$ cat config.mk
export PLATFORM = sky130hd
export DESIGN_NAME = sevenseg_scan
export DESIGN_NICKNAME = d
export VERILOG_FILES = /design/src/rtl/sevenseg_scan.sv
export SDC_FILE = /design/constraint.sdc
export NUM_CORES = 1
export LEC_CHECK = 0
export ABC_CLOCK_PERIOD_IN_PS = 2400
export BUFFER_PORTS_ARGS = -buffer_cell sky130_fd_sc_hd__buf_2
export CAP_MARGIN = 20
export CORE_MARGIN = 5
export CORE_UTILIZATION = 56
export DETAILED_ROUTE_END_ITERATION = 16
export PLACE_DENSITY_LB_ADDON = 0.15
export SYNTH_ARGS = -nofsm -noshare
export SYNTH_HDL_FRONTEND = slang
export SYNTH_SLANG_ARGS = --single-unit
$ cat constraint.sdc
create_clock -name clk -period 2.4 [get_ports clk]
set_input_delay 0.24 -clock clk [delete_from_list [all_inputs] [get_ports clk]]
set_output_delay 0.24 -clock clk [all_outputs]
set_load 0.005 [all_outputs]
$ cat src/rtl/sevenseg_scan.sv
// Multiplexed seven-segment scanner: banked anode/cathode drive with anti-ghost guard,
// PWM brightness and frame-synchronous display update.
module sevenseg_scan #(
    parameter int NUM_DIGITS  = 8,
    parameter int BANK_DIGITS = 4,
    parameter int DIGIT_TICKS = 100000,
    parameter int GUARD_TICKS = 64,
    parameter int BRIGHT_W    = 4
) (
    input  logic                                  clk,
    input  logic                                  resetn,
    input  logic                                  enable,
    input  logic                                  load,
    input  logic [4*NUM_DIGITS-1:0]               digit_data,
    input  logic [NUM_DIGITS-1:0]                 dp_in,
    input  logic [NUM_DIGITS-1:0]                 blank,
    input  logic [BRIGHT_W-1:0]                   brightness,
    output logic [NUM_DIGITS-1:0]                 an,
    output logic [7*(NUM_DIGITS/BANK_DIGITS)-1:0] seg,
    output logic [(NUM_DIGITS/BANK_DIGITS)-1:0]   dp,
    output logic                                  frame_done
);

    localparam int NUM_BANKS = NUM_DIGITS / BANK_DIGITS;
    localparam int TICK_W    = (DIGIT_TICKS > 1) ? $clog2(DIGIT_TICKS) : 1;
    localparam int SCAN_W    = (BANK_DIGITS > 1) ? $clog2(BANK_DIGITS) : 1;

    generate
        if ((NUM_DIGITS % BANK_DIGITS) != 0 || GUARD_TICKS >= DIGIT_TICKS) begin : g_param_check
            $error("sevenseg_scan: NUM_DIGITS must be a multiple of BANK_DIGITS and GUARD_TICKS < DIGIT_TICKS");
        end
    endgenerate

    typedef struct packed {
        logic [NUM_DIGITS-1:0][3:0] data;
        logic [NUM_DIGITS-1:0]      dp;
        logic [NUM_DIGITS-1:0]      blank;
    } frame_t;

    function automatic logic [6:0] hex_to_seg(input logic [3:0] h);
        case (h)
            4'h0:    return 7'b1000000;
            4'h1:    return 7'b1111001;
            4'h2:    return 7'b0100100;
            4'h3:    return 7'b0110000;
            4'h4:    return 7'b0011001;
            4'h5:    return 7'b0010010;
            4'h6:    return 7'b0000010;
            4'h7:    return 7'b1111000;
            4'h8:    return 7'b0000000;
            4'h9:    return 7'b0010000;
            4'hA:    return 7'b0001000;
            4'hB:    return 7'b0000011;
            4'hC:    return 7'b1000110;
            4'hD:    return 7'b0100001;
            4'hE:    return 7'b0000110;
            default: return 7'b0001110;
        endcase
    endfunction

    logic [TICK_W-1:0]      r_tick_cnt;
    logic [SCAN_W-1:0]      r_scan_idx;
    logic [BRIGHT_W-1:0]    r_pwm_cnt;
    frame_t                 r_pend;
    frame_t                 r_disp;
    logic [NUM_DIGITS-1:0]  r_an;
    logic [7*NUM_BANKS-1:0] r_seg;
    logic [NUM_BANKS-1:0]   r_dp;
    logic                   r_frame_done;

    logic                   w_tick_last;
    logic                   w_scan_last;
    logic                   w_wrap;
    logic                   w_an_on;
    logic [NUM_DIGITS-1:0]  w_an_next;
    logic [7*NUM_BANKS-1:0] w_seg_next;
    logic [NUM_BANKS-1:0]   w_dp_next;

    assign w_tick_last = (r_tick_cnt == TICK_W'(DIGIT_TICKS - 1));
    assign w_scan_last = (r_scan_idx == SCAN_W'(BANK_DIGITS - 1));
    assign w_wrap      = w_tick_last && w_scan_last;

    // Anodes stay off during the guard window so the cathodes settle before light-up.
    assign w_an_on = (r_tick_cnt >= TICK_W'(GUARD_TICKS)) &&
                     ((r_pwm_cnt < brightness) || (&brightness));

    for (genvar b = 0; b < NUM_BANKS; b++) begin : g_bank
        logic [BANK_DIGITS-1:0][3:0] w_nib;
        logic [BANK_DIGITS-1:0]      w_dp_bits;
        logic [BANK_DIGITS-1:0]      w_blank_bits;

        assign w_nib        = r_disp.data[b*BANK_DIGITS +: BANK_DIGITS];
        assign w_dp_bits    = r_disp.dp[b*BANK_DIGITS +: BANK_DIGITS];
        assign w_blank_bits = r_disp.blank[b*BANK_DIGITS +: BANK_DIGITS];

        assign w_seg_next[7*b +: 7] = w_blank_bits[r_scan_idx] ? 7'h7F
                                                               : hex_to_seg(w_nib[r_scan_idx]);
        assign w_dp_next[b] = w_blank_bits[r_scan_idx] | ~w_dp_bits[r_scan_idx];

        for (genvar k = 0; k < BANK_DIGITS; k++) begin : g_digit
            assign w_an_next[b*BANK_DIGITS + k] = ~(w_an_on && (r_scan_idx == SCAN_W'(k)));
        end
    end

    // NOTE: every register here uses <= so all updates see the pre-edge state; this is
    // what makes a load on the wrap cycle commit the older pending value.
    always_ff @(posedge clk or negedge resetn) begin
        if (!resetn) begin
            r_tick_cnt   <= '0;
            r_scan_idx   <= '0;
            r_pwm_cnt    <= '0;
            r_pend       <= '0;
            r_disp       <= '0;
            r_an         <= '1;
            r_seg        <= '1;
            r_dp         <= '1;
            r_frame_done <= 1'b0;
        end else begin
            r_pwm_cnt <= r_pwm_cnt + BRIGHT_W'(1);
            r_seg     <= w_seg_next;
            r_dp      <= w_dp_next;
            if (load) begin
                r_pend <= '{data: digit_data, dp: dp_in, blank: blank};
            end
            if (!enable) begin
                r_tick_cnt   <= '0;
                r_scan_idx   <= '0;
                r_an         <= '1;
                r_frame_done <= 1'b0;
                r_disp       <= r_pend;
            end else begin
                r_an         <= w_an_next;
                r_frame_done <= w_wrap;
                if (w_wrap) begin
                    r_disp <= r_pend;
                end
                if (w_tick_last) begin
                    r_tick_cnt <= '0;
                    r_scan_idx <= w_scan_last ? '0 : r_scan_idx + SCAN_W'(1);
                end else begin
                    r_tick_cnt <= r_tick_cnt + TICK_W'(1);
                end
            end
        end
    end

    assign an         = r_an;
    assign seg        = r_seg;
    assign dp         = r_dp;
    assign frame_done = r_frame_done;

endmodule
==> flow_summary_export.csv, run 1 <==
group,metric,value,unit
route,viasPerCell,5.50,
global_routing,globalRoute.totalOverflow,0,
timing,fmax,475,MHz
yosys,synth_cells,452,
power_and_ir_drop,peakVddDrop,774,uV
cells_and_area,antennaDiodeCount,0,
clock_network,root_buffer,"clkbuf_16",
critical_path,worstReg2RegStart,"r_tick_cnt[6]",
place,place_congestion,0.837,
yosys,synthArstFlopShare,1.00,
global_routing,grt_max_degree,141,
clock_network,cts_made_buffers,17,
timing,tns,0,ns
critical_path,cp-start-kind,"register",
worst_hold_path,hold_depth,2,
critical_path,crit_fanout,48,
power_and_ir_drop,combPwrFrac,0.123,
route,drt_first_pass_iters,4,
yosys,yosys_register_bits,140,
worst_hold_path,hold_end,"r_pend[28]",
critical_path,crit_path_max_incr_delay,0.46,ns
floorplanning,num_rows,38,
route,drc,0,
timing,finalClockSkew,0.00502,ns
floorplanning,die_w,116,um
global_routing,grt_use_total,0.193,
floorplanning,ioPinCount,81,
timing,hold_violations,0,
global_routing,grt_first_pass_wirelength,19.8,mm
cells_and_area,fillerInstances,792,
yosys,synth_top_family_by_area,"multiplexers",
cells_and_area,drive_gt1_frac,0.417,
yosys,ys.flop_type,"dfrtp_1",
global_routing,antenna_found_initial,0,
yosys,synthAdderAreaFrac,0.0439,
clock_network,hold_buffers,1,
yosys,synth-compound-area-share,0.0463,
yosys,ys_types,47,
timing,hold_ws,0.0526,ns
worst_hold_path,hp-start,"digit_data[12]",
critical_path,path_class,"register to register",
cells_and_area,finalNetCount,617,
global_routing,grt_pass1_vias,3993,
timing,timing.slew.headroom,0.488,
power_and_ir_drop,internal_power,4580,uW
floorplanning,die_area,13400,um2
power_and_ir_drop,seq_power_share,0.469,
place,numPortBuffers,80,
clock_network,cts.htree.levels,4,
yosys,yosys_warnings,0,
timing,min_period,2.10,ns
critical_path,endpoint_kind,"register",
cells_and_area,area_growth,17.6,%
power_and_ir_drop,p_leak,0.00328,uW
place,dpl.hpwl,8.21,mm
worst_hold_path,min_path_type,"input pin to register",
timing,setup_viol,0,
critical_path,crit_arrival,2.40,ns
clock_network,cts_tree,"done",
clock_network,cts_max_path_buffers,2,
route,avgRoutedWirePerCell,17.1,um
timing,rsz0062_at_grt,"no",
clock_network,cts_setup_buffers,0,
yosys,syn-num-nets,530,
yosys,yosys.area_share.simple,0.0692,
timing,drv_slew,0,
floorplanning,die_h,116,um
yosys,syn_area_per_cell,13.9,um2
yosys,synth-xor-area-share,0.0181,
yosys,synth_edf_count,0,
timing,timing.final.crit_share,0.877,
yosys,synthesis.area,6280,um2
timing,worst_pin_slew,0.768,ns
power_and_ir_drop,power_frac_clock,0.407,
critical_path,cpMaxStageDelayCell,"dfrtp_1",
route,num_vias,3807,
yosys,yosysSeqAreaShare,0.562,
critical_path,r2r_setup_slack,0.30,ns
critical_path,worst-path-buf-inv,1,
yosys,muxShareOfSynthArea,0.225,
flow_run,maxCapViolCount,0,
clock_network,cts.clk_slew.worst_paths,0.05,ns
power_and_ir_drop,power-per-cell-area,812,nW/um2
power_and_ir_drop,swShare,0.236,
clock_network,worstSkewPairLatency,0.42,ns
critical_path,required,2.70,ns
critical_path,reg2regPathDepth,5,
outcome,status,"finished clean",
route,ant_nets,0,
critical_path,reg2reg_to,"g_bank[1].w_dp_bits[0]",
clock_network,postCtsResizedCells,0,
floorplanning,core_area,10900,um2
critical_path,path_cells,"nor4_4 -> nand4_2 -> o31ai_4 -> buf_12 -> mux2_2",
floorplanning,start_util,0.574,
critical_path,critical_path.top_delay_family,"simple AND/OR/NAND/NOR gates",
route,wl,11.8,mm
power_and_ir_drop,p_switching,1420,uW
clock_network,clock_sinks,140,
route,drtIter0Drc,275,
==> per-stage QoR <==
step                setup WS (ns)  cell area [um2]  total power, uW  std cells  utilization
finish                      0.296             7380             5990        692        0.675
floorplan                   0.213             6280             3280        452            -
detailed placement          0.313             6810             3600        659        0.623
CTS                         0.304             7380             6060        692        0.675
global placement            0.367             6810             3550        659        0.623
global route                0.100             7380             6260        692        0.675
==> kinds of logic (layout without fill, tap and decap cells) <==
| family | count (synthesis) | count (layout) |
|---|---|---|
| mux | 115 | 115 |
| compound gates | 45 | 45 |
| xor+xnor | 13 | 13 |
| simple gates | 75 | 75 |
| flops | 140 | 140 |
| buf+inv | 42 | 142 |
| fa+ha+maj | 22 | 22 |
==> worst max-delay path by stage <==
| stage | startpoint | endpoint | slack, ns | depth (start not counted) |
|---|---|---|---|---|
| after detailed placement | r_scan_idx[0] | seg[10] | 0.31 | 6 |
| after global placement | r_tick_cnt[6] | g_bank[1].w_nib[2] | 0.37 | 5 |
| after global routing | r_scan_idx[0] | seg[3] | 0.10 | 7 |
| after CTS | r_scan_idx[0] | seg[3] | 0.30 | 7 |
| after floorplan | r_scan_idx[1] | seg[10] | 0.21 | 7 |
| final | r_tick_cnt[6] | g_bank[1].w_dp_bits[0] | 0.30 | 5 |
==> sequential cells by signal, indices dropped and copies added (netlist names) <==
name,flops
g_bank.w_blank_bits,8
r_pend,48
r_scan_idx,2
g_bank.w_nib,32
r_pwm_cnt,4
frame_done,1
r_tick_cnt,17
g_bank.w_dp_bits,8
seg,14
an,4
dp,2
==> placed cells by master, fill, tap and decap left out, drive strengths merged, types with 3 or more instances in the layout <==
| cell type | Yosys | routed |
|---|---|---|
| nand2b | 5 | 5 |
| buf | 16 | 88 |
| dfstp | 20 | 20 |
| inv | 21 | 21 |
| nand2 | 13 | 13 |
| o21ai | 16 | 16 |
| nor4 | 3 | 3 |
| or2 | 3 | 3 |
| nor2b | 3 | 3 |
| clkinv | 0 | 6 |
| and4 | 3 | 3 |
| or3 | 4 | 4 |
| dfrtp | 120 | 120 |
| nand4 | 8 | 8 |
| xor2 | 11 | 11 |
| o221ai | 8 | 8 |
| and3 | 4 | 4 |
| mux2 | 97 | 97 |
| mux2i | 7 | 7 |
| nor2 | 16 | 16 |
| ha | 22 | 22 |
| a211oi | 3 | 3 |
| clkbuf | 5 | 24 |
| a21oi | 11 | 11 |
| mux4 | 11 | 11 |
| nand3 | 6 | 6 |
==> area by class of cell <==
cell class / count / area (um2) / area share
Clock buffer: 24 / 492 / 0.0666
Clock inverter: 8 / 67.6 / 0.00916
Inverter: 21 / 78.8 / 0.0107
Multi-Input combinational cell: 270 / 2520 / 0.342
Sequential cell: 140 / 3530 / 0.478
Tap cell: 140 / 175 / 0.0237
Timing Repair Buffer: 89 / 514 / 0.0697
==> synthesized netlist by cell type, drive strengths merged (4+ instances only) <==
cell type  count  area, um2
dfrtp        120       3000
mux2          97       1090
ha            22        275
inv           21       78.8
dfstp         20        526
buf           16        126
nor2          16       60.1
o21ai         16       80.1
nand2         13       51.3
a21oi         11       55.1
mux4          11        248
xor2          11       96.3
nand4          8       56.3
o221ai         8       70.1
mux2i          7       70.1
nand3          6       30.0
clkbuf         5       18.8
nand2b         5       31.3
and3           4       25.0
or3            4       25.0
==> worst reg2reg max path, cell delays in order (launching register included) <==
cell	delay (ns)
dfrtp_1	0.46
nor4_4	0.33
nand4_2	0.23
o31ai_4	0.26
buf_12	0.29
mux2_2	0.41
==> power by group through the flow <==
stage | Sequential [uW] | Combinational, uW | Clock, uW
2_1_floorplan | 2800 | 482 | 0
3_3_place_gp | 2850 | 704 | 0
3_5_place_dp | 2860 | 740 | 0
4_1_cts | 2820 | 747 | 2490
5_1_grt | 2840 | 824 | 2600
6_report | 2810 | 740 | 2440
==> per-layer routing <==
metal / track usage / vias up / routed length, um
met1: 0.256 / 1905 / 5270
met3: 0.0569 / 19 / 624
met2: 0.301 / 97 / 5740
li1: - / 1786 / -
met5: 0 / - / 0
met4: 0.0758 / 0 / 200
(Power assumes the default switching activity.)
==> inputs of run 2 (changes only) <==
--- a/config.mk
+++ b/config.mk
@@ -8,6 +8,7 @@
 export ABC_CLOCK_PERIOD_IN_PS = 2400
 export BUFFER_PORTS_ARGS = -buffer_cell sky130_fd_sc_hd__buf_2
 export CAP_MARGIN = 20
+export CORE_ASPECT_RATIO = 1.25
 export CORE_MARGIN = 5
 export CORE_UTILIZATION = 56
 export DETAILED_ROUTE_END_ITERATION = 16
==> flow_summary_export.csv, run 2 (synthesis gave the netlist of run 1 again) <==
group,metric,value,unit
timing,setup_viol,0,
cells_and_area,finalNetCount,622,
floorplanning,num_rows,43,
route,num_vias,3882,
route,drt_first_pass_iters,4,
clock_network,cts_tree,"done",
timing,timing.final.ws_setup,0.164,ns
floorplanning,start_util,0.569,
clock_network,clock_sinks,140,
timing,rsz0062_at_grt,"no",
floorplanning,die_w,105,um
power_and_ir_drop,p_leak,0.00330,uW
critical_path,crit_fanout,16,
timing,min_period,2.24,ns
global_routing,antenna_found_initial,0,
timing,fmax,447,MHz
route,viasPerCell,5.62,
power_and_ir_drop,total_power,6110,uW
clock_network,root_buffer,"clkbuf_16",
cells_and_area,area_growth,18.4,%
cells_and_area,layout_commonest_cell,"dfrtp_1",
place,numPortBuffers,80,
route,drc,0,
cells_and_area,antennaDiodeCount,0,
critical_path,path_cells,"buf_12 -> mux4_2 -> inv_1 -> ha_1 -> nor2_1 -> a211oi_1 -> o21ai_0",
timing,drv_slew,0,
critical_path,required,2.73,ns
floorplanning,core_area,11000,um2
timing,finalClockSkew,0.00601,ns
cells_and_area,largest_reg_flops,48,
timing,timing.slew.headroom,0.575,
clock_network,cts_max_path_buffers,2,
timing,worst_pin_slew,0.633,ns
critical_path,reg2regPathDepth,7,
timing,tns,0,ns
place,dpl.hpwl,8.48,mm
global_routing,grt_first_pass_wirelength,20.4,mm
critical_path,path_class,"register to register",
cells_and_area,regMostFlops,"r_pend",
floorplanning,die_h,128,um
route,ant_nets,0,
flow_run,maxCapViolCount,0,
clock_network,cts.htree.levels,4,
critical_path,cpMaxStageDelayCell,"mux4_2",
floorplanning,die_area,13400,um2
worst_hold_path,hold_end,"r_pend[7]",
critical_path,reg2reg_to,"seg[3]",
floorplanning,ioPinCount,81,
worst_hold_path,hold_depth,2,
worst_hold_path,min_path_type,"input pin to register",
route,avgRoutedWirePerCell,17.6,um
global_routing,grt_max_degree,55,
critical_path,worstReg2RegStart,"r_scan_idx[0]",
power_and_ir_drop,power-per-cell-area,822,nW/um2
cells_and_area,drive_gt1_frac,0.419,
global_routing,grt_use_total,0.193,
route,wl,12.2,mm
clock_network,worstSkewPairLatency,0.41,ns
worst_hold_path,hp-start,"blank[7]",
clock_network,cts.clk_slew.worst_paths,0.06,ns
clock_network,cts_made_buffers,17,
critical_path,crit_path_max_incr_delay,0.57,ns
critical_path,r2r_setup_slack,0.16,ns
power_and_ir_drop,peakVddDrop,448,uV
critical_path,cp-start-kind,"register",
route,drtIter0Drc,112,
timing,timing.final.crit_share,0.932,
critical_path,crit_arrival,2.57,ns
critical_path,endpoint_kind,"register",
place,pre_cts_ws,0.213,ns
cells_and_area,most-common-layout-cells,"120 x dfrtp_1, 79 x buf_2, 77 x mux2_2",
place,place_congestion,0.842,
timing,hold_violations,0,
global_routing,globalRoute.totalOverflow,0,
global_routing,grt_pass1_vias,4106,
outcome,status,"finished clean",
clock_network,postCtsResizedCells,0,
-- run 2: cell count changes in the layout (fill, tap and decap cells not counted) --
cell / delta
buf_4: +5
clkinv_2: -4
bufinv_16: +1
clkbuf_1: +1
clkinvlp_4: +1
-- run 2: power breakdown --
part	internal [uW]	switching [uW]	total (uW)
clock network	1630	926	2560
registers	2670	125	2800
logic	388	366	754
-- run 2: metal layers --
layer / routed length, um / share of wire / vias up / GRT usage
met5: 0 / 0 / - / 0
met2: 6420 / 0.53 / 98 / 0.341
met1: 5010 / 0.41 / 1966 / 0.227
li1: - / - / 1797 / -
met4: 181 / 0.015 / 0 / 0.0640
met3: 566 / 0.046 / 21 / 0.0572
-- run 2: timing repair --
action | 4_1_cts | 5_1_grt
endpoints found under the hold margin | 42 | 0
hold buffers | 1 | 0
setup buffers | 0 | 0
-- run 2: worst max-delay path by stage --
| stage | from | slack [ns] | to |
|---|---|---|---|
| 2_1_floorplan | r_scan_idx[1] | 0.21 | seg[10] |
| 3_3_place_gp | r_scan_idx[0] | 0.29 | seg[10] |
| 3_5_place_dp | r_scan_idx[0] | 0.21 | seg[10] |
| 4_1_cts | r_scan_idx[0] | 0.15 | seg[3] |
| 5_1_grt | r_scan_idx[0] | 0.01 | seg[3] |
| 6_report | r_scan_idx[0] | 0.16 | seg[3] |
-- run 2: final cells by class --
cell class	count	area (um2)
inverters	21	78.8
clock buffers	25	495
fillers	785	3600
flip-flops and latches	140	3530
repair buffers	94	552
clock inverters	6	85.1
well taps	135	169
multi-input cells	270	2520
-- run 2: metrics by stage --
stage	utilization	hold WS (ns)	instances	area, um2
6_report	0.674	0.0554	691	7430
2_1_floorplan	-	-0.0556	452	6280
3_5_place_dp	0.620	0.220	659	6840
4_1_cts	0.674	0.0394	691	7430
3_3_place_gp	0.620	0.217	659	6840
5_1_grt	0.674	0.0450	691	7430
-- run 2: worst max-delay path, delay by kind of cell, from the launching register on --
| kind | cells | cell delay [ns] |
|---|---|---|
| mux | 1 | 0.57 |
| flops | 1 | 0.49 |
| buf+inv | 2 | 0.38 |
| fa+ha+maj | 1 | 0.28 |
| compound gates | 2 | 0.28 |
| simple gates | 1 | 0.15 |
